`src/rtl/mfp_timer_bank.sv`:
```
// rtl/mfp_timer_bank.sv - bank of MFP68901-style down-counting timers with one-shot mode
// Optional channel cascade (k-1 timeout drives channel k event input): define MFP_TIMER_CASCADE_EN.
module mfp_timer_bank #(
  parameter int CHANNELS = 4,
  parameter int WIDTH    = 8,
  localparam int SW      = (CHANNELS > 1) ? $clog2(CHANNELS) : 1
) (
  input  logic                XCLK_I,
  input  logic                RST,
  input  logic [SW-1:0]       SEL,
  input  logic                DAT_WE,
  input  logic [WIDTH-1:0]    DAT_I,
  input  logic                CTRL_WE,
  input  logic [6:0]          CTRL_I,
  output logic [6:0]          CTRL_O,
  input  logic                RD_STB,
  output logic [WIDTH-1:0]    DAT_O,
  input  logic [CHANNELS-1:0] T_I,
  output logic [CHANNELS-1:0] T_O,
  output logic [CHANNELS-1:0] T_O_PULSE,
  output logic [CHANNELS-1:0] RUNNING
);

`ifdef MFP_TIMER_CASCADE_EN
  localparam logic [6:0] CTRL_KEEP = 7'b110_1111;
`else
  localparam logic [6:0] CTRL_KEEP = 7'b010_1111;
`endif

  logic [WIDTH-1:0]    cnt_q   [CHANNELS];
  logic [WIDTH-1:0]    data_q  [CHANNELS];
  logic [6:0]          ctrl_q  [CHANNELS];
  logic [7:0]          presc_q [CHANNELS];
  logic [CHANNELS-1:0] sync1_q, sync2_q, sync3_q;
  logic [CHANNELS-1:0] t_o_q, pulse_q;
  logic [WIDTH-1:0]    dat_o_q;

  logic [CHANNELS-1:0] sel_hit, wr_dat, wr_ctrl;
  logic [CHANNELS-1:0] stopped, evt_mode, tick, dec, timeout, presc_clr;
  logic [WIDTH-1:0]    reload [CHANNELS];
  logic [WIDTH-1:0]    cnt_sel;
  logic [6:0]          ctrl_sel;

`ifdef MFP_TIMER_CASCADE_EN
  logic [CHANNELS:0]   pulse_prev;
  assign pulse_prev = {pulse_q, 1'b0};
`endif

  // Terminal prescaler value (P-1) for the low three mode bits.
  function automatic logic [7:0] presc_last(input logic [2:0] p);
    case (p)
      3'd1:    presc_last = 8'd3;
      3'd2:    presc_last = 8'd9;
      3'd3:    presc_last = 8'd15;
      3'd4:    presc_last = 8'd49;
      3'd5:    presc_last = 8'd63;
      3'd6:    presc_last = 8'd99;
      3'd7:    presc_last = 8'd199;
      default: presc_last = 8'd0;
    endcase
  endfunction

  always_comb begin
    cnt_sel  = '0;
    ctrl_sel = '0;
    for (int k = 0; k < CHANNELS; k++) begin
      sel_hit[k]  = (SEL == SW'(k));
      wr_dat[k]   = DAT_WE & sel_hit[k];
      wr_ctrl[k]  = CTRL_WE & sel_hit[k];
      stopped[k]  = (ctrl_q[k][3:0] == 4'd0);
      evt_mode[k] = (ctrl_q[k][3:0] == 4'd8);
      tick[k]     = ~stopped[k] & ~evt_mode[k] &
                    (presc_q[k] == presc_last(ctrl_q[k][2:0]));
      if (evt_mode[k]) begin
        dec[k] = sync2_q[k] & ~sync3_q[k];
`ifdef MFP_TIMER_CASCADE_EN
        if (k > 0 && ctrl_q[k][6]) dec[k] = pulse_prev[k];
`endif
      end else begin
        // Pulse modes gate the prescaler ticks with the synchronised input.
        dec[k] = tick[k] & (~ctrl_q[k][3] | sync2_q[k]);
      end
      timeout[k]   = dec[k] & (cnt_q[k] == WIDTH'(1));
      reload[k]    = wr_dat[k] ? DAT_I : data_q[k];
      presc_clr[k] = stopped[k] | evt_mode[k] | tick[k] |
                     (wr_ctrl[k] & (CTRL_I[2:0] != ctrl_q[k][2:0]));
      if (sel_hit[k]) begin
        cnt_sel  = cnt_q[k];
        ctrl_sel = ctrl_q[k];
      end
    end
  end

  always_ff @(posedge XCLK_I) begin
    if (RST) begin
      for (int k = 0; k < CHANNELS; k++) begin
        cnt_q[k]   <= '0;
        data_q[k]  <= '0;
        ctrl_q[k]  <= '0;
        presc_q[k] <= '0;
      end
      sync1_q <= '0;
      sync2_q <= '0;
      sync3_q <= '0;
      t_o_q   <= '0;
      pulse_q <= '0;
      dat_o_q <= '0;
    end else begin
      sync1_q <= T_I;
      sync2_q <= sync1_q;
      sync3_q <= sync2_q;
      pulse_q <= timeout;
      if (RD_STB) dat_o_q <= cnt_sel;
      for (int k = 0; k < CHANNELS; k++) begin
        if (wr_dat[k]) data_q[k] <= DAT_I;
        if (timeout[k])                   cnt_q[k] <= reload[k];
        else if (dec[k])                  cnt_q[k] <= cnt_q[k] - WIDTH'(1);
        else if (wr_dat[k] && stopped[k]) cnt_q[k] <= DAT_I;
        presc_q[k] <= presc_clr[k] ? 8'd0 : presc_q[k] + 8'd1;
        // A control write landing on a one-shot timeout wins over the auto-stop.
        if (wr_ctrl[k])                      ctrl_q[k] <= CTRL_I & CTRL_KEEP;
        else if (timeout[k] && ctrl_q[k][5]) ctrl_q[k][3:0] <= 4'd0;
        if (wr_ctrl[k] && CTRL_I[4]) t_o_q[k] <= 1'b0;
        else if (timeout[k])         t_o_q[k] <= ~t_o_q[k];
      end
    end
  end

  assign CTRL_O    = ctrl_sel;
  assign DAT_O     = dat_o_q;
  assign T_O       = t_o_q;
  assign T_O_PULSE = pulse_q;
  assign RUNNING   = ~stopped;

endmodule

```
`config.mk`:
```
export PLATFORM = sky130hd
export DESIGN_NAME = mfp_timer_bank
export DESIGN_NICKNAME = d
export VERILOG_FILES = /design/src/rtl/mfp_timer_bank.sv
export SDC_FILE = /design/constraint.sdc
export NUM_CORES = 1
export LEC_CHECK = 0
export BUFFER_PORTS_ARGS = -buffer_cell sky130_fd_sc_hd__clkbuf_2
export CORE_ASPECT_RATIO = 0.8
export CORE_UTILIZATION = 57
export CTS_BUF_LIST = sky130_fd_sc_hd__clkbuf_8
export CTS_CLUSTER_SIZE = 25
export DETAILED_ROUTE_END_ITERATION = 10
export MAX_ROUTING_LAYER = met4
export PLACE_DENSITY_LB_ADDON = 0.25
export SYNTH_ARGS = -nofsm -noshare
export SYNTH_HDL_FRONTEND = slang
export SYNTH_SLANG_ARGS = --single-unit
```
`constraint.sdc`:
```
create_clock -name XCLK_I -period 2.31 [get_ports XCLK_I]
set_input_delay 0.231 -clock XCLK_I [delete_from_list [all_inputs] [get_ports XCLK_I]]
set_output_delay 0.231 -clock XCLK_I [all_outputs]
set_load 0.02 [all_outputs]
```
## Word level (Yosys, flattened, before mapping)

Memory sizes are Yosys's and may differ from the RTL's.
Index checks and enable logic that the tools add are counted.

- Register bits after elaboration: 28
- RAM bits: 116
- Input port bits: 26
- Output and inout port bits: 27
- Logic and storage cells: 329
- Memories kept: 4

- Add/subtract/negate cells: 8
- Equal/unequal tests: 47
- Muxes and demuxes: 143
- Bitwise gates (word level): 97
- Reduce and logical (&&, ||, !) cells: 21

Memories:

| memory | words | width | read ports | clocked after memory_dff | write ports | line | RTL |
|---|---|---|---|---|---|---|---|
| cnt_q | 4 | 8 | 4 | 0 | 4 | 30 | `logic [WIDTH-1:0] cnt_q [CHANNELS];` |
| data_q | 4 | 8 | 4 | 0 | 4 | 31 | `logic [WIDTH-1:0] data_q [CHANNELS];` |
| presc_q | 4 | 8 | 4 | 0 | 4 | 33 | `logic [7:0] presc_q [CHANNELS];` |
| ctrl_q | 4 | 5 | 4 | 0 | 4 | 32 | `logic [6:0] ctrl_q [CHANNELS];` |

Operators by type and width:

| kind | number |
|---|---|
| $mux W8 | 32 |
| $pmux W8 S7 | 4 |
| $mux W1 | 95 |
| $eq A3 B3 Y1 const B | 16 |
| $or A1 B1 Y1 | 44 |
| $add A8 B1 Y8 const B | 4 |
| $and A1 B1 Y1 | 32 |
| $eq A8 B1 Y1 const B | 4 |
| $eq A8 B8 Y1 | 4 |
| $sub A8 B1 Y8 const B | 4 |
| $mux W7 | 4 |
| $eq A3 B2 Y1 const B | 8 |
| $mux W5 | 4 |
| $not A1 Y1 | 20 |
| $eq A4 B4 Y1 const B | 4 |
| $logic_not A4 Y1 | 4 |
| $mux W4 | 4 |
| $eq A3 B1 Y1 const B | 4 |
| $logic_and A1 B1 Y1 | 12 |
| $ne A3 B3 Y1 | 4 |
| $reduce_or A2 Y1 | 4 |
| $eq A2 B2 Y1 const B | 2 |
| $not A4 Y4 | 1 |
| $eq A2 B1 Y1 const B | 1 |
| $logic_not A2 Y1 | 1 |

## Depth between registers and ports, before layout

Gate-level depths: netlist of the first run.
An unclocked memory read counts as a cell.

- Depth in word-level cells: 14
- Mapped depth: 8
- Depth with buffers taken out: 8

## Worst setup path after synthesis of the first run

Ideal clock, no wire load.

- Path type: flip-flop to flip-flop
- Start: mem ctrl_q[0][0] in the netlist's numbering
- End: mem ctrl_q[0][0] in the netlist's numbering (enable)
- Setup time: 373 ps
- Arrival: 1892 ps
- Setup slack: 45 ps
- Cell stages (with the launch flop): 8
- Path buffers: 1
- Period minus slack after synthesis: 2265 ps
- Cells stage by stage: edfxtp_1 -> buf_6 -> or3_1 -> nor3_2 -> a21oi_1 -> nor2_2 -> a31oi_2 -> o31ai_1

RTL lines:

| item | line |
|---|---|
| start: declaration | 32 |

==> summary.txt, run 1 <==
Synthesis
  • Number of synthesis warnings: 0
  • Cell Area, Synth: 0.008187 sq mm
  • Mapped Cells: 833
  • Avg Inst Size Synth: between 9 and 10 sq um
  • Netlist cell types: 76
  • Post-synth EDFFs: 84
  • FF+latch count, synth: ~140
  • Share of synthesized registers carrying an async set or reset: 0%
  • Sequential-to-total area share from yosys stat: between 40% and 50%
  • Main synth FF type: edfxtp_1

Floorplanning
  • Core Region: 0.01379 sq mm
  • I/O Pins: between 50 and 60
  • Row Count: 38
  • Die height: ~110 microns
  • Initial Util: 59.37%
  • Horiz. Die Dim: 136.0 microns
  • Die footprint: 0.01485 sq mm

Critical path
  • Setup CP Type: flip-flop to flip-flop
  • Max FO, Critical Path: 8
  • Register-to-Register Path Depth: 8
  • CP cell instances: buf_4, nand3b_1, a21oi_1, o211ai_1, nor3_2, a21oi_1, nor2b_2, a221o_1
  • Crit. End Element: flip-flop
  • Delay of the slowest cell on the worst path: 0.55 ns
  • Crit path DAT: 2.59 ns
  • Most used cell, CP: a21oi_1
  • Crit path max-delay cell type: edfxtp_1
  • Critical path required time: 2.53 ns
  • CP Launch Type: flip-flop

STA
  • Skew final: 0.01227 ns
  • Slew margin rel.: between 40% and 50%
  • Worst slew pin tran: roughly 0.88 ns
  • Pins over their slew limit: 0
  • Final setup violation count: 6
  • Final Hold Vio Count: 0
  • RSZ-0062 raised after global routing: true
  • Fin crit period: 2.376 ns
  • Fin crit share: 102.8%
  • Max Fclk: 421.0 MHz
  • Final WS setup: -0.06556 ns

GRT
  • First-pass GRT wire length: ~33 mm
  • GRT overflow: 0
  • Largest net degree at the start of global routing: 22
  • GR Util All Layers: 30.96%
  • Vias in the first global route: 6466
  • Initial antenna violation count: 0

Final layout
  • Share of cells above drive strength 1: 24.52%
  • # nets final: 971
  • Commonest non-fill, non-tap cell in the layout: edfxtp_1
  • Multi-input gate area: 0.004385 sq mm
  • Filler instances: between 1000 and 1500
  • Register Area: 0.003725 sq mm
  • ANT cells: 0
  • Post-route cell area: 0.009692 sq mm
  • Area grow syn2layout: 18.39%
  • Most frequent cells in the layout: edfxtp_1, nor2_1, buf_4, nand2_1, dfxtp_1

Routing
  • Post-DRT Antenna Nets: 0
  • Vias: approximately 6800
  • Vias per std cell: 6.071
  • Initial DRC count: 662
  • Drt total wl: about 21 mm
  • # DRC: 0
  • Mean routed wirelength per cell: 19.09 microns
  • Pre-antenna DRT Iters: 6

Placed design
  • Worst slack, placed: -0.09723 ns
  • DP HPWL: 15.17 mm
  • Port-buffer cells: 49
  • GPL Wtd Cong: 0.9482
  • Placed Area: 0.008885 sq mm

Power
  • Power per cell area: 594.4 mW/mm^2
  • Peak supply drop: 497.3 uV
  • Pleak: 3.902 nW

Clock tree
  • CTS HTree Levels: 4
  • Total CTS buffers: 17
  • Clock-pin slew on the worst setup and hold paths: 0.09 ns
  • Clock Tree Root: clkbuf_8
  • Clock Latency Late Sink: 0.48 ns
  • CTS sink cnt: around 140
  • CTS max path bufs: 2
  • CTS tree: built

Run status
  • Status: finished with violations
  • Failing checks: setup timing

Min path
  • HP Class: input port to flip-flop
  • Hold Path Stages: 2

Flow run
  • Max_cap viols: 0
-- final timing paths --
path                  end          from  slack (ns)
max           cnt_q[3][3]  ctrl_q[3][1]       -0.07
max reg2reg   cnt_q[3][3]  ctrl_q[3][1]       -0.07
min reg2reg    sync2_q[0]    sync1_q[0]        0.46
min          ctrl_q[1][4]     CTRL_I[5]        0.11
-- stage by stage --
step / utilization (%) / total power [mW] / TNS, ns / hold slack, ns / std cells
after floorplan: - / 3.576 / 0 / 0.3592 / 834
after global placement: 64.44 / 3.842 / -0.2310 / 0.4208 / 1074
after detailed placement: 64.44 / 3.880 / -1.598 / 0.4433 / 1074
after CTS: 67.92 / 5.684 / 0 / 0.08907 / 1117
after global routing: 70.29 / 5.986 / -1.232 / 0.09942 / 1126
final: 70.29 / 5.761 / -0.2197 / 0.1131 / 1126
-- what timing repair did --
item,4_1_cts,5_1_grt
hold buffers,4,0
pin swaps,1,17
hold endpoints to repair,4,0
gates resized for setup,9,53
endpoints found under the setup margin,36,69
buffers inserted,7,9
-- layer usage --
| metal | wire length [microns] | global-route usage [%] | up-vias | share of wire (%) |
|---|---|---|---|---|
| met3 | 1732 | 6.137 | 44 | 8.1 |
| met1 | 9424 | 41.72 | 3302 | 44 |
| met5 | 0 | - | - | 0 |
| met4 | 359 | 9.286 | 0 | 1.7 |
| met2 | 9980 | 47.30 | 307 | 46 |
| li1 | - | - | 3183 | - |
-- area by class of cell --
| type | instances | share of cell area, % |
|---|---|---|
| sequential | 144 | 38.43 |
| clock inverter | 15 | 1.110 |
| clock buffer | 17 | 2.414 |
| timing repair buffer | 130 | 9.192 |
| multi-input combinational | 607 | 45.25 |
| tap | 180 | 2.324 |
| inverter | 33 | 1.278 |
-- worst max-delay path: cells and delay by family, from the launching register on --
| family | cells | cell delay, ns |
|---|---|---|
| AND/OR/NAND/NOR | 3 | 0.35 |
| buffers and inverters | 1 | 0.19 |
| flip-flops | 1 | 0.55 |
| AO/OA/AOI/OAI | 4 | 1.02 |
-- synth_stat cells (all sizes together), types with 2 or more instances --
cell type	count	area, sq um
and2	45	281.5
mux2i	19	190.2
mux2	4	45.04
or3b	2	17.52
a211oi	13	107.6
nand2b	12	75.07
nor2b	23	143.9
o21ai	29	145.1
nor4b	2	17.52
xnor2	29	254.0
o211ai	2	15.01
nand4	4	25.02
inv	33	123.9
ha	12	150.1
dfxtp	60	1201
o22ai	6	37.54
nor4	4	25.02
or4b	2	20.02
nand2	71	266.5
mux4	13	292.8
a22o	19	166.4
edfxtp	84	2522
o32ai	2	17.52
nand3b	10	75.07
nor3	24	155.1
buf	24	136.4
a41oi	2	17.52
a31oi	11	75.07
or3	5	31.28
nor2	80	315.3
or2	4	25.02
clkbuf	26	97.59
nand3	22	115.1
o311ai	3	26.28
and3	23	143.9
xor2	33	289.0
or4	2	15.01
a221o	5	50.05
o31ai	3	27.52
a21o	6	45.04
and4	2	17.52
a21oi	37	188.9
and4b	2	20.02
-- sequential cells by signal, summed over array words and instances (netlist names) --
register   flops
presc_q       32
sync1_q        4
ctrl_q        20
T_O_PULSE      4
sync3_q        4
DAT_O          8
data_q        32
sync2_q        4
T_O            4
cnt_q         32
-- cell families (layout without fill, tap and decap cells) --
family,after synthesis,after routing,synth area share [%]
AO/OA/AOI/OAI,152,152,12.88
XOR/XNOR,62,62,6.633
adder cells (fa/ha/maj),13,13,1.956
buffers and inverters,83,195,4.371
flip-flops,144,144,45.48
multiplexers,36,36,6.450
other,1,2,0.04581
AND/OR/NAND/NOR,342,342,22.18
-- power breakdown --
part,internal (mW),total (mW),switching (mW)
Combinational,0.412,0.973,0.560
Sequential,2.86,2.98,0.125
Clock,0.822,1.81,0.984
Total,4.09,5.76,1.67
(Power assumes the default switching activity.)
==> inputs of run 2 (changes only) <==
Settings changed: CAP_MARGIN from default to 30, CORE_MARGIN from default to 2, TNS_END_PERCENT from default to 50.
==> summary.txt, run 2 (synthesis results as in run 1) <==
Run status
  • Status: finished with violations
  • Failing checks: setup timing

Min path
  • HP Start: CTRL_I[3]
  • WHS Endpoint: ctrl_q[3][3]
  • Hold Path Stages: 2
  • HP Class: input port to flip-flop

Final layout
  • Post-layout util: 69.27%
  • Regs by FF count: cnt_q (32), data_q (32), presc_q (32)
  • Area grow syn2layout: 19.73%
  • ANT cells: 0
  • Commonest non-fill, non-tap cell in the layout: edfxtp_1
  • Non-filler cells, final: 1135
  • Most frequent cells in the layout: edfxtp_1, buf_4, nor2_1, nand2_1, dfxtp_1
  • # nets final: 976
  • Share of cells above drive strength 1: between 20% and 30%

Critical path
  • WP buf/inv: 1
  • Setup CP Type: flip-flop to flip-flop
  • Delay of the slowest cell on the worst path: 0.52 ns
  • Crit. End Element: flip-flop
  • CP Launch Type: flip-flop
  • Critical path origin: ctrl_q[3][1]
  • Crit path max-delay family: compound AO/OA/AOI/OAI gates
  • Max FO, Critical Path: 8
  • Reg2reg setup slack: -0.0009 ns
  • Crit path DAT: around 2.6 ns
  • Register-to-Register Path Depth: 8
  • Critical path required time: about 2.6 ns
  • FF-to-FF Start: ctrl_q[3][1]
  • CP cell instances: or2_1, o221ai_2, o211ai_1, o31ai_4, buf_4, nand3_4, o21ai_2, a21o_1
  • Crit path max-delay cell type: edfxtp_1
  • Reg-to-reg endpoint: cnt_q[3][2]

Clock tree
  • CTS tree: built
  • Clock-pin slew on the worst setup and hold paths: roughly 0.090 ns
  • Total CTS buffers: 17
  • CTS max path bufs: 2
  • CTS HTree Levels: 4
  • Clock Latency Late Sink: 0.46 ns
  • Clock Tree Root: clkbuf_8
  • CTS sink cnt: about 140

Floorplanning
  • Initial Util: between 50% and 60%
  • Horiz. Die Dim: 138.0 microns
  • I/O Pins: 53
  • Core Region: 0.01415 sq mm
  • Die height: ~110 microns
  • Row Count: 39
  • Die footprint: about 0.015 sq mm

STA
  • Slew margin rel.: 46.75%
  • Final setup violation count: 1
  • Skew final: 0.01002 ns
  • Fin Setup TNS: -0.0008660 ns
  • Final WS setup: -0.0008660 ns
  • Fin crit share: 100.0%
  • RSZ-0062 raised after global routing: true
  • Fin crit period: 2.311 ns
  • Worst slew pin tran: around 0.80 ns
  • Max Fclk: 432.7 MHz
  • Pins over their slew limit: 0
  • Final Hold Vio Count: 0

GRT
  • Initial antenna violation count: 0
  • First-pass GRT wire length: 34.32 mm
  • Largest net degree at the start of global routing: 29
  • Vias in the first global route: 6709
  • GR Util All Layers: 30.12%
  • GRT overflow: 0

Power
  • Psw: around 1.7 mW
  • Pleak: 3.939 nW
  • Clk pwr share: 36.7%
  • Flop pwr share: 47.7%
  • Comb pwr share: 15.5%
  • Power per cell area: about 640 mW/mm^2
  • Net Sw Frac: 26.71%
  • Internal power: 4.578 mW
  • Peak supply drop: 504.7 uV

Placed design
  • GPL Wtd Cong: 0.9353
  • Placed cells: approximately 1100
  • Port-buffer cells: 49
  • DP HPWL: 15.65 mm

Routing
  • Vias per std cell: 6.027
  • Mean routed wirelength per cell: ~19 microns
  • Post-DRT Antenna Nets: 0
  • Drt total wl: 21.72 mm
  • Pre-antenna DRT Iters: 6
  • # DRC: 0
  • Initial DRC count: between 800 and 900
  • Vias: 6841

Flow run
  • Max_cap viols: 0
-- run 2: worst max-delay path by stage --
stage                   endpoint  depth (start not counted)
floorplan           ctrl_q[0][0]                          7
global placement     cnt_q[2][1]                          7
global route         cnt_q[3][2]                          9
CTS                 ctrl_q[3][0]                          8
finish               cnt_q[3][2]                          8
detailed placement   cnt_q[3][4]                          7
-- run 2: power groups by stage --
stage               sequential [mW]  clock [mW]  combinational [mW]
global route                   3.00        2.43                1.05
CTS                            2.98        2.32               0.892
floorplan                      3.00           0               0.578
global placement               3.02           0               0.830
finish                         2.98        2.29               0.970
detailed placement             3.03           0               0.861
-- run 2: per-layer routing --
layer  vias to the layer above  part of all wire [%]  track usage, %
li1                       3203                     -               -
met1                      3251                    43           41.79
met2                       338                    46           45.54
met3                        49                   8.3           5.075
met4                         0                   2.3           9.048
met5                         -                     0               -
-- run 2: what timing repair did --
action | CTS | global route
hold buffers | 4 | 0
gates resized for setup | 9 | 43
pin swaps | 2 | 17
hold endpoints to repair | 4 | 0
setup buffers | 4 | 10
setup endpoints to repair | 23 | 84
-- run 2: worst reg2reg max path, cell delays in order, from the launching register on --
cell and delay [ns]:
edfxtp_1 0.52, or2_1 0.32, o221ai_2 0.19, o211ai_1 0.22, o31ai_4 0.32, buf_4 0.16, nand3_4 0.13, o21ai_2 0.21
a21o_1 0.11
-- run 2: stage by stage --
stage,power (mW),area [sq um],worst slack [ns],hold WS [ns]
6_report,6.247,9802,-0.0008660,0.1275
5_1_grt,6.475,9802,-0.1232,0.1099
4_1_cts,6.183,9513,-0.002202,0.09388
3_5_place_dp,3.896,8942,-0.06669,0.4323
3_3_place_gp,3.854,8942,0.04492,0.4171
2_1_floorplan,3.576,8190,0.04545,0.3592
-- run 2: final cells by class --
type	count	area [sq um]
Inverter	33	123.9
Clock buffer	18	247.7
Multi-Input combinational cell	607	4357
Timing Repair Buffer	135	908.4
Sequential cell	144	3725
Clock inverter	14	210.2
Tap cell	184	230.2
Fill cell	1055	4349
==> inputs of run 3 (changes only) <==
Settings changed: CORE_UTILIZATION 57 to 65.
Clock period 2.31 ns to 2.9 ns, I/O delays scaled along.
==> summary.txt, run 3 (synthesis results as in run 1) <==
Clock tree
  • CTS max path bufs: 2
  • Setup bufs post-CTS: 0
  • CTS HTree Levels: 4
  • Clock-pin slew on the worst setup and hold paths: ~0.090 ns
  • CTS tree: built
  • Clock Latency Late Sink: between 0.4 and 0.5 ns
  • Total CTS buffers: 17
  • Cts hold-fix bufs: 0
  • Clock Tree Root: clkbuf_8
  • CTS sink cnt: 144
  • Resized cells post-CTS: 0

Final layout
  • Regs by FF count: cnt_q (32), data_q (32), presc_q (32)
  • # nets final: 905
  • Most frequent cells in the layout: edfxtp_1, nor2_1, nand2_1, dfxtp_1, clkbuf_2
  • Commonest non-fill, non-tap cell in the layout: edfxtp_1
  • Non-filler cells, final: 1051
  • ANT cells: 0
  • Share of cells above drive strength 1: 15.11%
  • Area grow syn2layout: 8.543%

Critical path
  • Crit path DAT: around 2.9 ns
  • Setup CP Type: flip-flop to flip-flop
  • Crit. End Element: flip-flop
  • Max FO, Critical Path: 13
  • Most used cell, CP: a31oi_1
  • Crit path max-delay cell type: edfxtp_1
  • CP Launch Type: flip-flop
  • Critical path required time: around 3.2 ns
  • Delay of the slowest cell on the worst path: 0.65 ns
  • CP cell instances: or4b_1, o311ai_1, o21ai_1, a31oi_1, a31oi_1, buf_4, nor2_4, a22o_1

STA
  • Fin crit period: between 2 and 3 ns
  • Pins over their slew limit: 0
  • Final setup violation count: 0
  • Fin crit share: slightly below 90%
  • Hold_ws: 0.02879 ns
  • Skew final: 0.01235 ns
  • Max Fclk: 392.2 MHz
  • Final Hold Vio Count: 0
  • Slew margin rel.: 63.42%
  • Final WS setup: 0.3503 ns
  • RSZ-0062 raised after global routing: false
  • Worst slew pin tran: around 0.54 ns
  • Fin Setup TNS: 0 ns

Routing
  • Pre-antenna DRT Iters: 6
  • Drt total wl: 19.42 mm
  • Initial DRC count: 728
  • # DRC: 0
  • Mean routed wirelength per cell: 18.48 microns
  • Post-DRT Antenna Nets: 0
  • Metal3 WL: 1.874 mm
  • Wire length on met1: 8.438 mm
  • Metal2 WL: 8.541 mm
  • Vias: 6599
  • Vias per std cell: 6.279
  • Top routing layer in use: met4

Power
  • Pleak: around 3.5 nW
  • Power per cell area: ~500 mW/mm^2
  • Peak supply drop: 385.9 uV

Run status
  • Status: finished clean

GRT
  • First-pass GRT wire length: between 30 and 40 mm
  • GRT overflow: 0
  • Largest net degree at the start of global routing: 21
  • Vias in the first global route: 6111
  • Initial antenna violation count: 0
  • GR Util All Layers: 30.94%

Floorplanning
  • Initial Util: between 60 and 70%
  • Row Count: 36
  • I/O Pins: 53
  • Die height: 104.4 microns
  • Die footprint: about 0.014 sq mm
  • Horiz. Die Dim: between 100 and 150 microns
  • Core Region: approximately 0.012 sq mm

Placed design
  • Placed cells: 1019
  • Worst slack, placed: 0.3990 ns
  • Port-buffer cells: 49
  • GPL Wtd Cong: 0.9955
  • DP HPWL: 14.21 mm

Min path
  • HP Class: input port to flip-flop

Flow run
  • Max_cap viols: 0
run 3: worst paths after layout:
kind	slack, ns	cells past startpoint	endpoint	start
hold / removal	0.03	2	sync1_q[3]	T_I[3]
hold reg to reg	0.45	1	sync2_q[3]	sync1_q[3]
setup reg to reg	0.35	8	cnt_q[2][0]	ctrl_q[2][1]
setup / recovery	0.35	8	cnt_q[2][0]	ctrl_q[2][1]
run 3: where the power goes:
group          internal [mW]  switching [mW]  leakage (nW)
clock                  0.664           0.781         0.158
combinational          0.242           0.355          1.99
sequential              2.28           0.131          1.34
total                   3.18            1.27          3.48
run 3: final cells by class:
| type | count | area (sq um) |
|---|---|---|
| inverters | 33 | 123.9 |
| well taps | 171 | 214.0 |
| multi-input cells | 607 | 4109 |
| fillers | 902 | 3366 |
| repair buffers | 64 | 357.8 |
| clock buffers | 17 | 234.0 |
| flip-flops and latches | 144 | 3724 |
| clock inverters | 15 | 123.9 |
run 3: stage by stage:
| stage | cell area [sq um] | util [%] | power [mW] |
|---|---|---|---|
| 3_3_place_gp | 8528 | 69.61 | 3.001 |
| 4_1_cts | 8886 | 72.53 | 4.453 |
| 3_5_place_dp | 8528 | 69.61 | 3.032 |
| 6_report | 8886 | 72.53 | 4.449 |
| 5_1_grt | 8886 | 72.53 | 4.619 |
| 2_1_floorplan | 8190 | - | 2.848 |
run 3: critical path, delay by kind of cell, from the launching register on:
| family | cells | cell delay, ns |
|---|---|---|
| AOI/OAI and AO/OA | 5 | 0.89 |
| and+or+nand+nor | 2 | 0.68 |
| DFF | 1 | 0.65 |
| buffers and inverters | 1 | 0.21 |
run 3: metal layers:
metal | GRT usage, % | up-vias
met4 | 9.831 | 0
met2 | 44.70 | 333
li1 | - | 3062
met1 | 43.02 | 3143
met5 | - | -
met3 | 7.973 | 61
